[src/rtl/led_pkg.sv]
// Shared definitions for the multiplexed 7-segment display driver:
// slot FSM states, the active-low hex glyph table and the blank pattern.
package led_pkg;

  // Each digit slot is an all-off guard interval followed by an ON interval
  typedef enum logic {
    GUARD = 1'b0,
    ON    = 1'b1
  } slot_state_e;

  // Segments a..g on bits 6..0, active-low; all high = nothing lit
  localparam logic [6:0] SEG_OFF = 7'h7F;

  // Hex glyphs 0..F, active-low, segment a on bit 6
  localparam logic [6:0] HEX_SEG [16] = '{
    7'h01, 7'h4F, 7'h12, 7'h06,
    7'h4C, 7'h24, 7'h20, 7'h0F,
    7'h00, 7'h04, 7'h08, 7'h60,
    7'h31, 7'h42, 7'h30, 7'h38
  };

endpackage

[src/rtl/seg7_hex_decoder.sv]
// Combinational hex nibble to active-low 7-segment glyph.
module seg7_hex_decoder
  import led_pkg::*;
(
  input  logic [3:0] nibble,
  output logic [6:0] glyph
);

  // Table lookup; every nibble value has an entry
  always_comb begin
    glyph = HEX_SEG[nibble];
  end

endmodule

[src/rtl/multi_digit_led_driver.sv]
// N-digit multiplexed 7-segment driver with guard blanking, brightness
// duty cycling and a frame-synchronous double-buffered load.
// Optional feature: define LEADING_ZERO_BLANK_EN to blank leading zero
// digits (digit 0 always shown); without it no blanking logic is built.
module multi_digit_led_driver
  import led_pkg::*;
#(
  parameter int NUM_DIGITS   = 4,
  parameter int GUARD_CYCLES = 2,
  parameter int SUB_CYCLES   = 4,
  parameter int BRIGHT_W     = 2
) (
  input  logic                    clk,
  input  logic                    reset,
  input  logic [4*NUM_DIGITS-1:0] value,
  input  logic [NUM_DIGITS-1:0]   dp_in,
  input  logic                    load,
  input  logic [BRIGHT_W-1:0]     brightness,
  output logic [NUM_DIGITS-1:0]   an,
  output logic [6:0]              seg,
  output logic                    dp,
  output logic                    frame_start
);

  localparam int ON_CYCLES = SUB_CYCLES * (2 ** BRIGHT_W);
  localparam int CNT_MAX   = (ON_CYCLES > GUARD_CYCLES) ? ON_CYCLES : GUARD_CYCLES;
  localparam int CNT_W     = $clog2(CNT_MAX + 1);
  localparam int IDX_W     = $clog2(NUM_DIGITS);
  localparam logic [IDX_W-1:0] LAST_DIGIT = IDX_W'(NUM_DIGITS - 1);

  slot_state_e               state;
  logic [CNT_W-1:0]          cnt;
  logic [IDX_W-1:0]          idx;
  logic [BRIGHT_W-1:0]       bright_q;

  logic [4*NUM_DIGITS-1:0]   staging_val;
  logic [NUM_DIGITS-1:0]     staging_dp;
  logic                      pending;
  logic [4*NUM_DIGITS-1:0]   shadow_val;
  logic [NUM_DIGITS-1:0]     shadow_dp;

  logic                      guard_done;
  logic                      on_done;
  logic                      boundary;
  logic                      wrap;
  logic                      lit;
  logic [CNT_W-1:0]          lit_len;
  logic [3:0]                cur_nibble;
  logic [6:0]                cur_glyph;
  logic [NUM_DIGITS-1:0]     blank;

  // Slot timing decodes. The boundary is the first guard cycle of the top
  // digit; frame_start is high during exactly that cycle.
  always_comb begin
    guard_done = (state == GUARD) && (cnt == CNT_W'(GUARD_CYCLES - 1));
    on_done    = (state == ON) && (cnt == CNT_W'(ON_CYCLES - 1));
    boundary   = (state == GUARD) && (cnt == '0) && (idx == LAST_DIGIT);
    wrap       = on_done && (idx == '0);
    lit_len    = CNT_W'((int'(bright_q) + 1) * SUB_CYCLES);
    cur_nibble = shadow_val[{idx, 2'b00} +: 4];
    lit        = (state == ON) && (cnt < lit_len) && !blank[idx];
  end

`ifdef LEADING_ZERO_BLANK_EN
  logic zero_run;

  // Blank the unbroken run of zero, no-dp digits from the top; digit 0 never
  always_comb begin
    // NOTE: every variable gets a default before any branch so no latch is inferred.
    zero_run = 1'b1;
    blank    = '0;
    for (int i = NUM_DIGITS - 1; i >= 1; i--) begin
      zero_run = zero_run & (shadow_val[4*i +: 4] == 4'h0) & ~shadow_dp[i];
      blank[i] = zero_run;
    end
  end
`else
  assign blank = '0;
`endif

  seg7_hex_decoder u_decoder (
    .nibble (cur_nibble),
    .glyph  (cur_glyph)
  );

  // Slot FSM: guard then ON per digit, scanning from the top digit down
  always_ff @(posedge clk or posedge reset) begin
    // NOTE: sequential state uses non-blocking assignments so all registers update together.
    if (reset) begin
      state    <= GUARD;
      cnt      <= '0;
      idx      <= LAST_DIGIT;
      bright_q <= '0;
    end else begin
      case (state)
        GUARD: begin
          if (guard_done) begin
            state    <= ON;
            cnt      <= '0;
            bright_q <= brightness;
          end else begin
            cnt <= cnt + 1'b1;
          end
        end
        ON: begin
          if (on_done) begin
            state <= GUARD;
            cnt   <= '0;
            idx   <= (idx == '0) ? LAST_DIGIT : idx - 1'b1;
          end else begin
            cnt <= cnt + 1'b1;
          end
        end
      endcase
    end
  end

  // Double buffer: loads land in staging, move to shadow only at a boundary;
  // a load on the boundary cycle itself goes straight to shadow
  always_ff @(posedge clk or posedge reset) begin
    if (reset) begin
      staging_val <= '0;
      staging_dp  <= '0;
      pending     <= 1'b0;
      shadow_val  <= '0;
      shadow_dp   <= '0;
    end else if (boundary) begin
      pending <= 1'b0;
      if (load) begin
        shadow_val <= value;
        shadow_dp  <= dp_in;
      end else if (pending) begin
        shadow_val <= staging_val;
        shadow_dp  <= staging_dp;
      end
    end else if (load) begin
      staging_val <= value;
      staging_dp  <= dp_in;
      pending     <= 1'b1;
    end
  end

  // Registered pin drivers, one cycle behind the slot FSM
  always_ff @(posedge clk or posedge reset) begin
    if (reset) begin
      an          <= '1;
      seg         <= SEG_OFF;
      dp          <= 1'b1;
      frame_start <= 1'b0;
    end else begin
      an          <= lit ? ~(NUM_DIGITS'(1) << idx) : '1;
      seg         <= (state == ON) ? cur_glyph : SEG_OFF;
      dp          <= (state == ON) ? ~shadow_dp[idx] : 1'b1;
      frame_start <= wrap;
    end
  end

endmodule

[config.mk]
export PLATFORM = sky130hd
export DESIGN_NAME = multi_digit_led_driver
export DESIGN_NICKNAME = d
export VERILOG_FILES = /design/src/rtl/led_pkg.sv /design/src/rtl/seg7_hex_decoder.sv /design/src/rtl/multi_digit_led_driver.sv
export SDC_FILE = /design/constraint.sdc
export NUM_CORES = 1
export LEC_CHECK = 0
export BUFFER_PORTS_ARGS = -buffer_cell sky130_fd_sc_hd__buf_4
export CELL_PAD_IN_SITES_DETAIL_PLACEMENT = 0
export CELL_PAD_IN_SITES_GLOBAL_PLACEMENT = 2
export CORE_MARGIN = 4
export CORE_UTILIZATION = 36
export CTS_CLUSTER_DIAMETER = 120
export DETAILED_ROUTE_END_ITERATION = 7
export PLACE_DENSITY = 0.7
export SYNTH_ARGS = -nofsm -noshare
export SYNTH_HDL_FRONTEND = slang
export SYNTH_SLANG_ARGS = --single-unit
[constraint.sdc]
create_clock -name clk -period 1.99 [get_ports clk]
set_clock_uncertainty 0.15 [all_clocks]
set_input_delay 0.0995 -clock clk [delete_from_list [all_inputs] [get_ports clk]]
set_output_delay 0.0995 -clock clk [all_outputs]
set_load 0.02 [all_outputs]
# Word level (Yosys, flattened, before mapping)
# Memories as Yosys holds them, arrays and structs flattened.
# Cells that the tools add are included.
word_totals:
  regBits: 64
  rom_bits: 112
  inputBits: 25
  output_inout_bits: 13
  wordCells: 68
  n_memories: 1
mem_list:
  columns: ["memory", "depth", "width", "rd", "rd_clocked_by_memory_dff", "write_ports", "line", "source"]
  rows:
  - ["(no name shown)", 16, 7, 1, 0, 0, "seg7_hex_decoder.sv:11", "glyph = HEX_SEG[nibble];"]
classes:
  add_sub_neg: 3
  n_lt_le_gt_ge: 3
  eq_ne: 3
  n_shift: 2
  muxes: 22
  bitwise_logic: 5
  n_reduce_logical: 16
ops:
  columns: ["operator", "count"]
  rows:
  - ["16-bit 2-to-1 mux", 2]
  - ["7-bit 2-to-1 mux", 3]
  - ["16-bit by 5-bit indexed part select with 4-bit output", 1]
  - ["4-bit 2-to-1 mux", 3]
  - ["5-bit 2-to-1 mux", 2]
  - ["5-bit case mux with 2 select lines", 1]
  - ["2-bit AND reduction", 4]
  - ["1-bit logical AND", 7]
  - ["1-bit 2-to-1 mux", 7]
  - ["5-bit by 1-bit adder with 5-bit output, second input constant", 1]
  - ["5-bit by 1-bit equality test with 1-bit output, second input constant", 1]
  - ["5-bit by 4-bit equality test with 1-bit output, second input constant", 1]
  - ["5-bit >= comparator, second input constant", 1]
  - ["5-bit logical NOT", 1]
  - ["5-bit < comparator", 1]
  - ["4-bit inverter with 5-bit output", 1]
  - ["1-bit binary-select mux with 2-bit select", 2]
  - ["4-bit inverter", 1]
  - ["2-bit nonzero test", 2]
  - ["1-bit by 2-bit left shift with 4-bit output, first input constant", 1]
  - ["2-bit by 1-bit adder with 3-bit output, second input constant", 1]
  - ["2-bit by 3-bit < comparator with 1-bit output, second input constant", 1]
  - ["1-bit inverter", 3]
  - ["2-bit equality test, second input constant", 1]
  - ["5 further kinds", 5]

# Depth between registers and ports, before layout
# Gate-level depths: netlist (run 1).
depth:
  ltp_word: 6
  ltp_mapped: 6
  depth_no_buf: 6

# Hierarchy
# Synthesis (run 1) repeated with hierarchy kept, for this count alone.
hier_totals:
  cells_unflattened: 280
  hier_area_um2: 3352.0
modules_own_cells:
  columns: ["mod", "instances", "cells_per_inst", "area_per_inst_um2", "seq_area_each_um2"]
  rows:
  - ["multi_digit_led_driver", 1, 249, 3098.0, 1619.1]
  - ["seg7_hex_decoder", 1, 31, 254.0, 0.0]

# Worst setup path before layout (run 1)
# OpenSTA, ideal clock, no wires.
synth_timing:
  path_kind: "register -> register"
  startpoint: "register idx[0]"
  endpoint: "register seg[5]"
  setup_time_ns: 0.083
  arrival_ns: 1.896
  t_required_ns: 1.757
  setup_slack_ns: -0.139
  path_stages_with_launch: 6
  n_path_buf: 1
  synth_period_minus_slack_ns: 2.129
  cell_sequence: "dfstp_2 buf_6 mux4_2 inv_1 ha_1 a221o_1"
synth_via:
  elab_chain_len: 6
synth_rtl:
  columns: ["item", "line", "source"]
  rows:
  - ["from (decl)", "multi_digit_led_driver.sv:33", "logic [IDX_W-1:0] idx;"]
  - ["from (signal assigned)", "multi_digit_led_driver.sv:109", "idx <= (idx == '0) ? LAST_DIGIT : idx - 1'b1;"]
  - ["16-bit by 5-bit indexed part select with 4-bit output", "multi_digit_led_driver.sv:60", "cur_nibble = shadow_val[{idx, 2'b00} +: 4];"]
  - ["4-bit inverter with 5-bit output (not written as such)", "seg7_hex_decoder.sv:11", null]
  - ["memory read 16 x 7 bit", null, null]
  - ["7-bit 2-to-1 mux (not written as such) (2 in a row)", "seg7_hex_decoder.sv:11", null]
  - ["7-bit 2-to-1 mux", "multi_digit_led_driver.sv:152", "seg <= (state == ON) ? cur_glyph : SEG_OFF;"]
  - ["to (signal assigned)", "multi_digit_led_driver.sv:152", null]
  - ["to (decl)", "multi_digit_led_driver.sv:20", "output logic [6:0] seg,"]
# Every way passes these cells. The select of a mux whose other input is x is not followed.
# A chain may end at the register's enable or synchronous reset.

# Worst setup path in the final report (run 1)
layout_timing:
  startpoint: "register idx[0]"
  endpoint: "register seg[6]"
# The elaborated chain is that of the path after synthesis.

==> key figures, run 1 <==
Outcome
  – Status: finished with violations
  – Failing checks: negative setup slack

STA
  – Setup violators final: 27
  – Final period utilization: 1.058
  – Highest clock rate: 475.2 MHz
  – Final hold violation count: 0
  – Max_slew headroom: 0.6696
  – Crit path time final: 2.105 ns
  – Setup tns final: -0.9266 ns
  – Post-route setup slack: -0.1146 ns
  – Slew @ Worst Pin: 0.4949 ns
  – Final Max Slew Viols: 0
  – RSZ-0062 raised after global routing: yes

GRT
  – Total Routing Usage GR: 0.1323
  – Initial antenna violation count: 0
  – Largest net degree at the start of global routing: 30
  – Global-route wire length before repair: 10320 µm
  – Vias in the first global route: 2067
  – GRT overflow: 0

Floorplan
  – Die area: 0.01035 mm²
  – # rows: 33
  – Die Height: 101.7 µm
  – Die width: 101.7 µm
  – Core ar.: 0.008382 mm²
  – Io pins: 38
  – Initial Utilization: 0.3772

Clock network
  – # H-tree levels: 3
  – Clk pin slew, worst setup/hold paths: 0.07 ns
  – Max clock buf depth: 2
  – Total clock sinks: 64
  – Clock Root Buffer: clkbuf_8
  – Insertion delay to the later sink of the worst-skew pair: 0.34 ns
  – CTS tree: yes
  – TritonCTS buffer count: 9

Worst setup path
  – Crit path kind: reg -> reg
  – Critical Path Source Type: flip-flop
  – CP startpoint: idx[0]$_DFFE_PP1P_
  – Capturing point of the worst reg2reg path: seg[6]$_DFF_PP1_
  – Worst Path Required: 2.11 ns
  – Arrival time worst endpoint: 2.22 ns
  – Reg-to-reg slack, setup: -0.11 ns
  – Worst R2R Start: idx[0]$_DFFE_PP1P_
  – Largest stage delay, worst path: 0.63 ns
  – FF-to-FF path depth: 4
  – Crit Path Max Fanout: 6
  – Worst path cell trace: mux4_2, ha_2, mux2_2, a2bb2oi_1
  – Crit end category: flip-flop
  – Worst Setup EP: seg[6]$_DFF_PP1_
  – CP max stage cell: mux4_2

Cells and area
  – # diodes: 0
  – # nets final: 360
  – Share of layout cells above drive strength 1: 0.5573
  – Final Util: 0.5128
  – P&R area growth vs syn: 35.93%

Placed design
  – PortBufs: 37
  – Routability cong.: 0.7704
  – Post-DP HPWL: 4186 µm

Logic synthesis
  – Cells taking the most area after synthesis: dfrtp_1 40%, mux2_2 22%, dfstp_2 12%
  – Register area share after synthesis: 0.5121
  – Synth cell types: 35
  – Ys async rst share: 1.000
  – Post-synth EDFFs: 0
  – Synth top area share: 0.3957
  – Synth Warn #: 0
  – Syn_nets: 273
  – Gate Count Post-Synth: 231
  – Synth Register Bits: 64
  – Synth top cells by count: 63 x mux2_2, 50 x dfrtp_1, 17 x ha_1
  – Synth Flop Type: dfrtp_1
  – Area leader, netlist: dfrtp_1
  – Cell area after synthesis: 0.003162 mm²
  – Synthesized area per cell: 13.69 µm²
  – Count leader, synth: mux2_2

Power and ir drop
  – Pleak: 1.894 nW
  – Pint: 0.002330 W
  – Reg power frac: 0.475
  – Reported net switching power: 0.0007913 W
  – Power per Cell Area: 726.1 mW/mm²
  – VDD IR-drop max: 0.0004076 V
  – Logic pwr share: 0.179
  – Clock share of power: 0.346
  – Total power: 0.003121 W
  – Switching share of power: 0.2535

Detailed routing
  – Final WL: 6120 µm
  – Vias per std cell: 4.734
  – Drt pass-1 iters: 3
  – Wire per inst: 14.30 µm
  – Vias: 2026
  – Initial DRC Count: 36
  – Routed Antenna Nets: 0
  – Drt drc: 0

Hold path
  – Hold Crit Class: in -> async

Flow run
  – Max Cap Violations: 0
[metal layers]
metal	routed length (µm)	global-route usage	up-vias	part of all wire
met5	0	0	-	0
met4	105	0.05828	0	0.017
met3	226	0.04132	8	0.037
met2	2872	0.1992	31	0.47
met1	2916	0.1755	993	0.48
li1	-	-	994	-
[kinds of logic (layout without fill, tap and decap cells)]
logic type,count (synthesis),in the layout,synth area share
buf+inv,25,117,0.04234
flops,64,64,0.5121
xor+xnor,2,2,0.005541
simple gates,32,32,0.05382
mux,74,74,0.2837
compound gates,17,17,0.03522
fa+ha+maj,17,17,0.06727
[through the flow]
stage	instances	hold WS [ns]	instance area, µm²	setup slack, ns
2_1_floorplan	231	0.08118	3179	-0.08165
3_3_place_gp	381	0.01151	3704	-0.1006
3_5_place_dp	381	0.007731	3704	-0.1312
4_1_cts	424	0.1718	4204	-0.1249
5_1_grt	428	0.2086	4298	-0.1887
6_report	428	0.1883	4298	-0.1146
[registers in the layout, summed over array words and instances (netlist names)]
register     cells
shadow_val      16
staging_val     16
seg              7
cnt              5
an               4
shadow_dp        4
staging_dp       4
bright_q         2
idx              2
dp               1
frame_start      1
pending          1
state            1
[area by class of cell]
class	instances	area (µm²)
clock buffers	10	127.6
clock inverters	6	60.06
fillers	755	4084
inverters	14	57.56
multi-input cells	142	1506
flip-flops and latches	64	1619
well taps	105	131.4
repair buffers	87	795.8
[critical path: cells and delay by family, from the launching register on]
kind / cells / cell delay, ns
flops: 1 / 0.61
mux: 2 / 0.89
compound gates: 1 / 0.14
fa+ha+maj: 1 / 0.24
[power groups by stage]
stage          Sequential (W)  Clock [W]  Combinational, W
2_1_floorplan         0.00153          0          0.000272
3_3_place_gp          0.00151          0          0.000471
3_5_place_dp          0.00151          0          0.000471
4_1_cts               0.00148    0.00112          0.000521
5_1_grt               0.00150    0.00118          0.000615
6_report              0.00148    0.00108          0.000558
[layout by cell type (no fill, tap or decap), types with 4 or more instances in the layout]
cell,instances
mux2_2,63
buf_4,55
dfrtp_1,50
dlygate4sd3_1,23
dfstp_2,14
ha_1,13
inv_1,10
clkbuf_8,9
nor2_1,8
nand2_1,6
nand3_1,5
o21ai_0,4
buf_12,4
buf_6,4
[repair_timing]
item                                   in CTS  in global routing
cloned                                      1                  0
setup endpoints to repair                  27                 44
setup buffers                               3                  4
endpoints found under the hold margin      61                  0
hold buffers                               23                  0
resized for setup                           9                 17
pin swaps                                   5                  3
[worst min path at each step]
stage | slack [ns] | endpoint | depth (start not counted)
finish | 0.19 | staging_val[1]$_DFFE_PP0P_ | 3
global route | 0.21 | pending$_DFFE_PP0P_ | 3
CTS | 0.17 | pending$_DFFE_PP0P_ | 3
detailed placement | 0.008 | staging_val[1]$_DFFE_PP0P_ | 2
global placement | 0.01 | staging_val[2]$_DFFE_PP0P_ | 2
floorplan | 0.08 | staging_val[13]$_DFFE_PP0P_ | 1
No activity file was read; power rests on OpenSTA's default activity.
==> inputs of run 2 (changes only) <==
Settings changed: PLACE_DENSITY 0.7 to unset, PLACE_DENSITY_LB_ADDON set to 0.1.
==> run 2 against run 1 <==
The flow still finishes with violations (negative setup slack). Hold slack worse by 0.10 ns. Worst setup slack improved by 0.015 ns. Die area did not move. Combinational power grew 13%. Sequential share of layout area decreased by 2.6 points. Largest power group unchanged. Flip-flop and latch count unchanged. Critical path depth is 1 higher. Utilization is 3.8 points higher. Cell count is 1.4% higher. Power increased by 7.9%. Design area is 7.4% higher.
==> key figures, run 2 (synthesis gave the netlist of run 1 again) <==
Outcome
  – Status: finished with violations (unchanged)
  – Failing checks: negative setup slack (unchanged)

Clock network
  – Clk pin slew, worst setup/hold paths: 0.08 ns (was 0.07 ns)
  – TritonCTS buffer count: 9 (unchanged)
  – Insertion delay to the later sink of the worst-skew pair: 0.34 ns (about the same)
  – # H-tree levels: 3 (unchanged)
  – Clock Root Buffer: clkbuf_8 (unchanged)
  – Total clock sinks: 64 (unchanged)
  – Max clock buf depth: 2 (unchanged)
  – CTS tree: yes (unchanged)

STA
  – Max_slew headroom: 0.6510 (was 0.6696)
  – RSZ-0062 raised after global routing: yes (unchanged)
  – Crit path time final: 2.089 ns (was 2.105 ns)
  – Final Max Slew Viols: 0 (unchanged)
  – Highest clock rate: 478.7 MHz (was 475.2 MHz)
  – Setup violators final: 42 (was 27)
  – Final hold violation count: 0 (unchanged)
  – Slew @ Worst Pin: 0.5180 ns (was 0.4949 ns)
  – Final period utilization: 1.050 (was 1.058)
  – Post-route setup slack: -0.09916 ns (was -0.1146 ns)

Floorplan
  – Die width: 101.7 µm (unchanged)
  – Core ar.: 0.008382 mm² (unchanged)
  – Die area: 0.01035 mm² (unchanged)
  – Initial Utilization: 0.3772 (unchanged)
  – Io pins: 38 (unchanged)
  – # rows: 33 (unchanged)
  – Die Height: 101.7 µm (unchanged)

Worst setup path
  – Worst R2R Start: cnt[4]$_DFF_PP0_ (was idx[0]$_DFFE_PP1P_)
  – CP startpoint: cnt[4]$_DFF_PP0_ (was idx[0]$_DFFE_PP1P_)
  – Crit Path Max Fanout: 5 (was 6)
  – Capturing point of the worst reg2reg path: shadow_val[12]$_DFFE_PP0P_ (was seg[6]$_DFF_PP1_)
  – Arrival time worst endpoint: 2.17 ns (was 2.22 ns)
  – Worst Path Required: 2.07 ns (was 2.11 ns)
  – Crit end category: flip-flop (unchanged)
  – Crit path kind: reg -> reg (unchanged)
  – CP max stage cell: or4_4 (was mux4_2)
  – Critical Path Source Type: flip-flop (unchanged)
  – Reg-to-reg slack, setup: -0.1 ns (was -0.11 ns)
  – Worst Setup EP: shadow_val[12]$_DFFE_PP0P_ (was seg[6]$_DFF_PP1_)
  – Largest stage delay, worst path: 0.58 ns (was 0.63 ns)
  – Worst path cell trace: or4_4, nor3_4, buf_12, clkbuf_16, mux2_2 (was mux4_2, ha_2, mux2_2, a2bb2oi_1)
  – FF-to-FF path depth: 5 (was 4)

Cells and area
  – Biggest regs: shadow_val (16), staging_val (16), seg (7) (unchanged)
  – Leading cell type in the layout, fill and taps excluded: buf_4 (was mux2_2)
  – Area of the multi-input gates: 0.001679 mm² (was 0.001506 mm²)
  – # nets final: 366 (was 360)
  – FF+latch area: 0.001619 mm² (unchanged)
  – Final Util: 0.5507 (was 0.5128)
  – P&R area growth vs syn: 45.98% (was 35.93%)
  – Share of layout cells above drive strength 1: 0.5775 (was 0.5573)
  – Commonest non-fill, non-tap cells in the layout: 55 x buf_4, 50 x dfrtp_1, 40 x mux2_4 (was 63 x mux2_2, 55 x buf_4, 50 x dfrtp_1)
  – Fillers: 719 (was 755)
  – # diodes: 0 (unchanged)
  – Fin cells: 434 (was 428)

Power and ir drop
  – Pint: 0.002520 W (was 0.002330 W)
  – Pleak: 2.121 nW (was 1.894 nW)
  – Total power: 0.003368 W (was 0.003121 W)
  – Reg power frac: 0.442 (was 0.475)
  – Power per Cell Area: 729.6 mW/mm² (was 726.1 mW/mm²)
  – VDD IR-drop max: 0.0003952 V (was 0.0004076 V)
  – Logic pwr share: 0.187 (was 0.179)
  – Clock share of power: 0.371 (was 0.346)
  – Reported net switching power: 0.0008480 W (was 0.0007913 W)
  – Switching share of power: 0.2518 (was 0.2535)

Detailed routing
  – Routed Antenna Nets: 0 (unchanged)
  – Final WL: 7087 µm (was 6120 µm)
  – Vias: 2098 (was 2026)
  – Initial DRC Count: 51 (was 36)
  – Wire per inst: 16.33 µm (was 14.30 µm)
  – Drt drc: 0 (unchanged)
  – Vias per std cell: 4.834 (was 4.734)
  – Drt pass-1 iters: 2 (was 3)

Placed design
  – PortBufs: 37 (unchanged)
  – Post-DP HPWL: 4158 µm (was 4186 µm)
  – Placed Instances: 384 (was 381)
  – Pre-CTS setup slack: -0.1140 ns (was -0.1312 ns)
  – Routability cong.: 0.7773 (was 0.7704)

GRT
  – Vias in the first global route: 2059 (was 2067)
  – Global-route wire length before repair: 10830 µm (was 10320 µm)
  – Largest net degree at the start of global routing: 56 (was 30)
  – GRT overflow: 0 (unchanged)
  – Initial antenna violation count: 0 (unchanged)
  – Total Routing Usage GR: 0.1371 (was 0.1323)

Flow run
  – Max Cap Violations: 0 (unchanged)

Hold path
  – Hold Crit Class: in -> async (unchanged)
==> run 2: cell types whose count changed in the layout (fill, tap and decap cells not counted), sizes merged <==
cell,before,now
clkbuf,10,13
buf,64,66
clkinv,3,5
clkinvlp,2,0
bufinv,1,2
==> run 2: cell type report <==
type / instances / area share
multi-input combinational: 142 / 0.3638
clock buffer: 9 / 0.02684
tap: 105 / 0.02846
timing repair buffer: 93 / 0.1968
clock inverter: 7 / 0.02087
inverter: 14 / 0.01247
sequential: 64 / 0.3508
==> run 2: critical path, delay by kind of cell, from the launching register on <==
kind                   cells  cell delay (ns)
muxes                      1             0.32
and+or+nand+nor            2             0.82
DFF                        1             0.38
buffers and inverters      2             0.30
==> run 2: how the worst min path moves through the flow <==
stage / from / to / slack (ns) / depth (start not counted)
2_1_floorplan: value[13] / staging_val[13]$_DFFE_PP0P_ / 0.08 / 1
3_3_place_gp: reset / staging_val[1]$_DFFE_PP0P_ / -0.10 / 2
3_5_place_dp: reset / staging_val[1]$_DFFE_PP0P_ / -0.1 / 2
4_1_cts: reset / staging_dp[3]$_DFFE_PP0P_ / 0.08 / 3
5_1_grt: reset / staging_dp[3]$_DFFE_PP0P_ / 0.11 / 3
6_report: reset / staging_val[13]$_DFFE_PP0P_ / 0.09 / 3
==> run 2: what timing repair did <==
item / in CTS / in global routing
gates cloned: 1 / 6
resized for setup: 19 / 50
pin swaps: 0 / 4
setup buffers: 2 / 3
hold buffers: 23 / 0
hold endpoints to repair: 91 / 0
setup endpoints to repair: 47 / 47
==> run 2: routing by layer <==
layer | track usage | vias to the layer above | part of all wire
li1 | - | 1007 | -
met1 | 0.1964 | 1045 | 0.50
met2 | 0.1997 | 34 | 0.45
met3 | 0.03512 | 12 | 0.035
met4 | 0.05112 | 0 | 0.016
met5 | 0 | - | 0
==> run 2: power by group through the flow <==
stage	registers, W	logic, W	clock network (W)
4_1_cts	0.00149	0.000550	0.00130
5_1_grt	0.00150	0.000686	0.00135
3_3_place_gp	0.00151	0.000474	0
3_5_place_dp	0.00151	0.000475	0
6_report	0.00149	0.000630	0.00125
2_1_floorplan	0.00153	0.000272	0
==> run 2: through the flow <==
stage	setup TNS, ns	instance area [µm²]	hold WS [ns]
2_1_floorplan	-0.2361	3179	0.08118
3_3_place_gp	-0.7147	3714	-0.1002
3_5_place_dp	-1.517	3714	-0.09501
4_1_cts	-1.010	4295	0.08438
5_1_grt	-5.036	4616	0.1074
6_report	-2.538	4616	0.08545
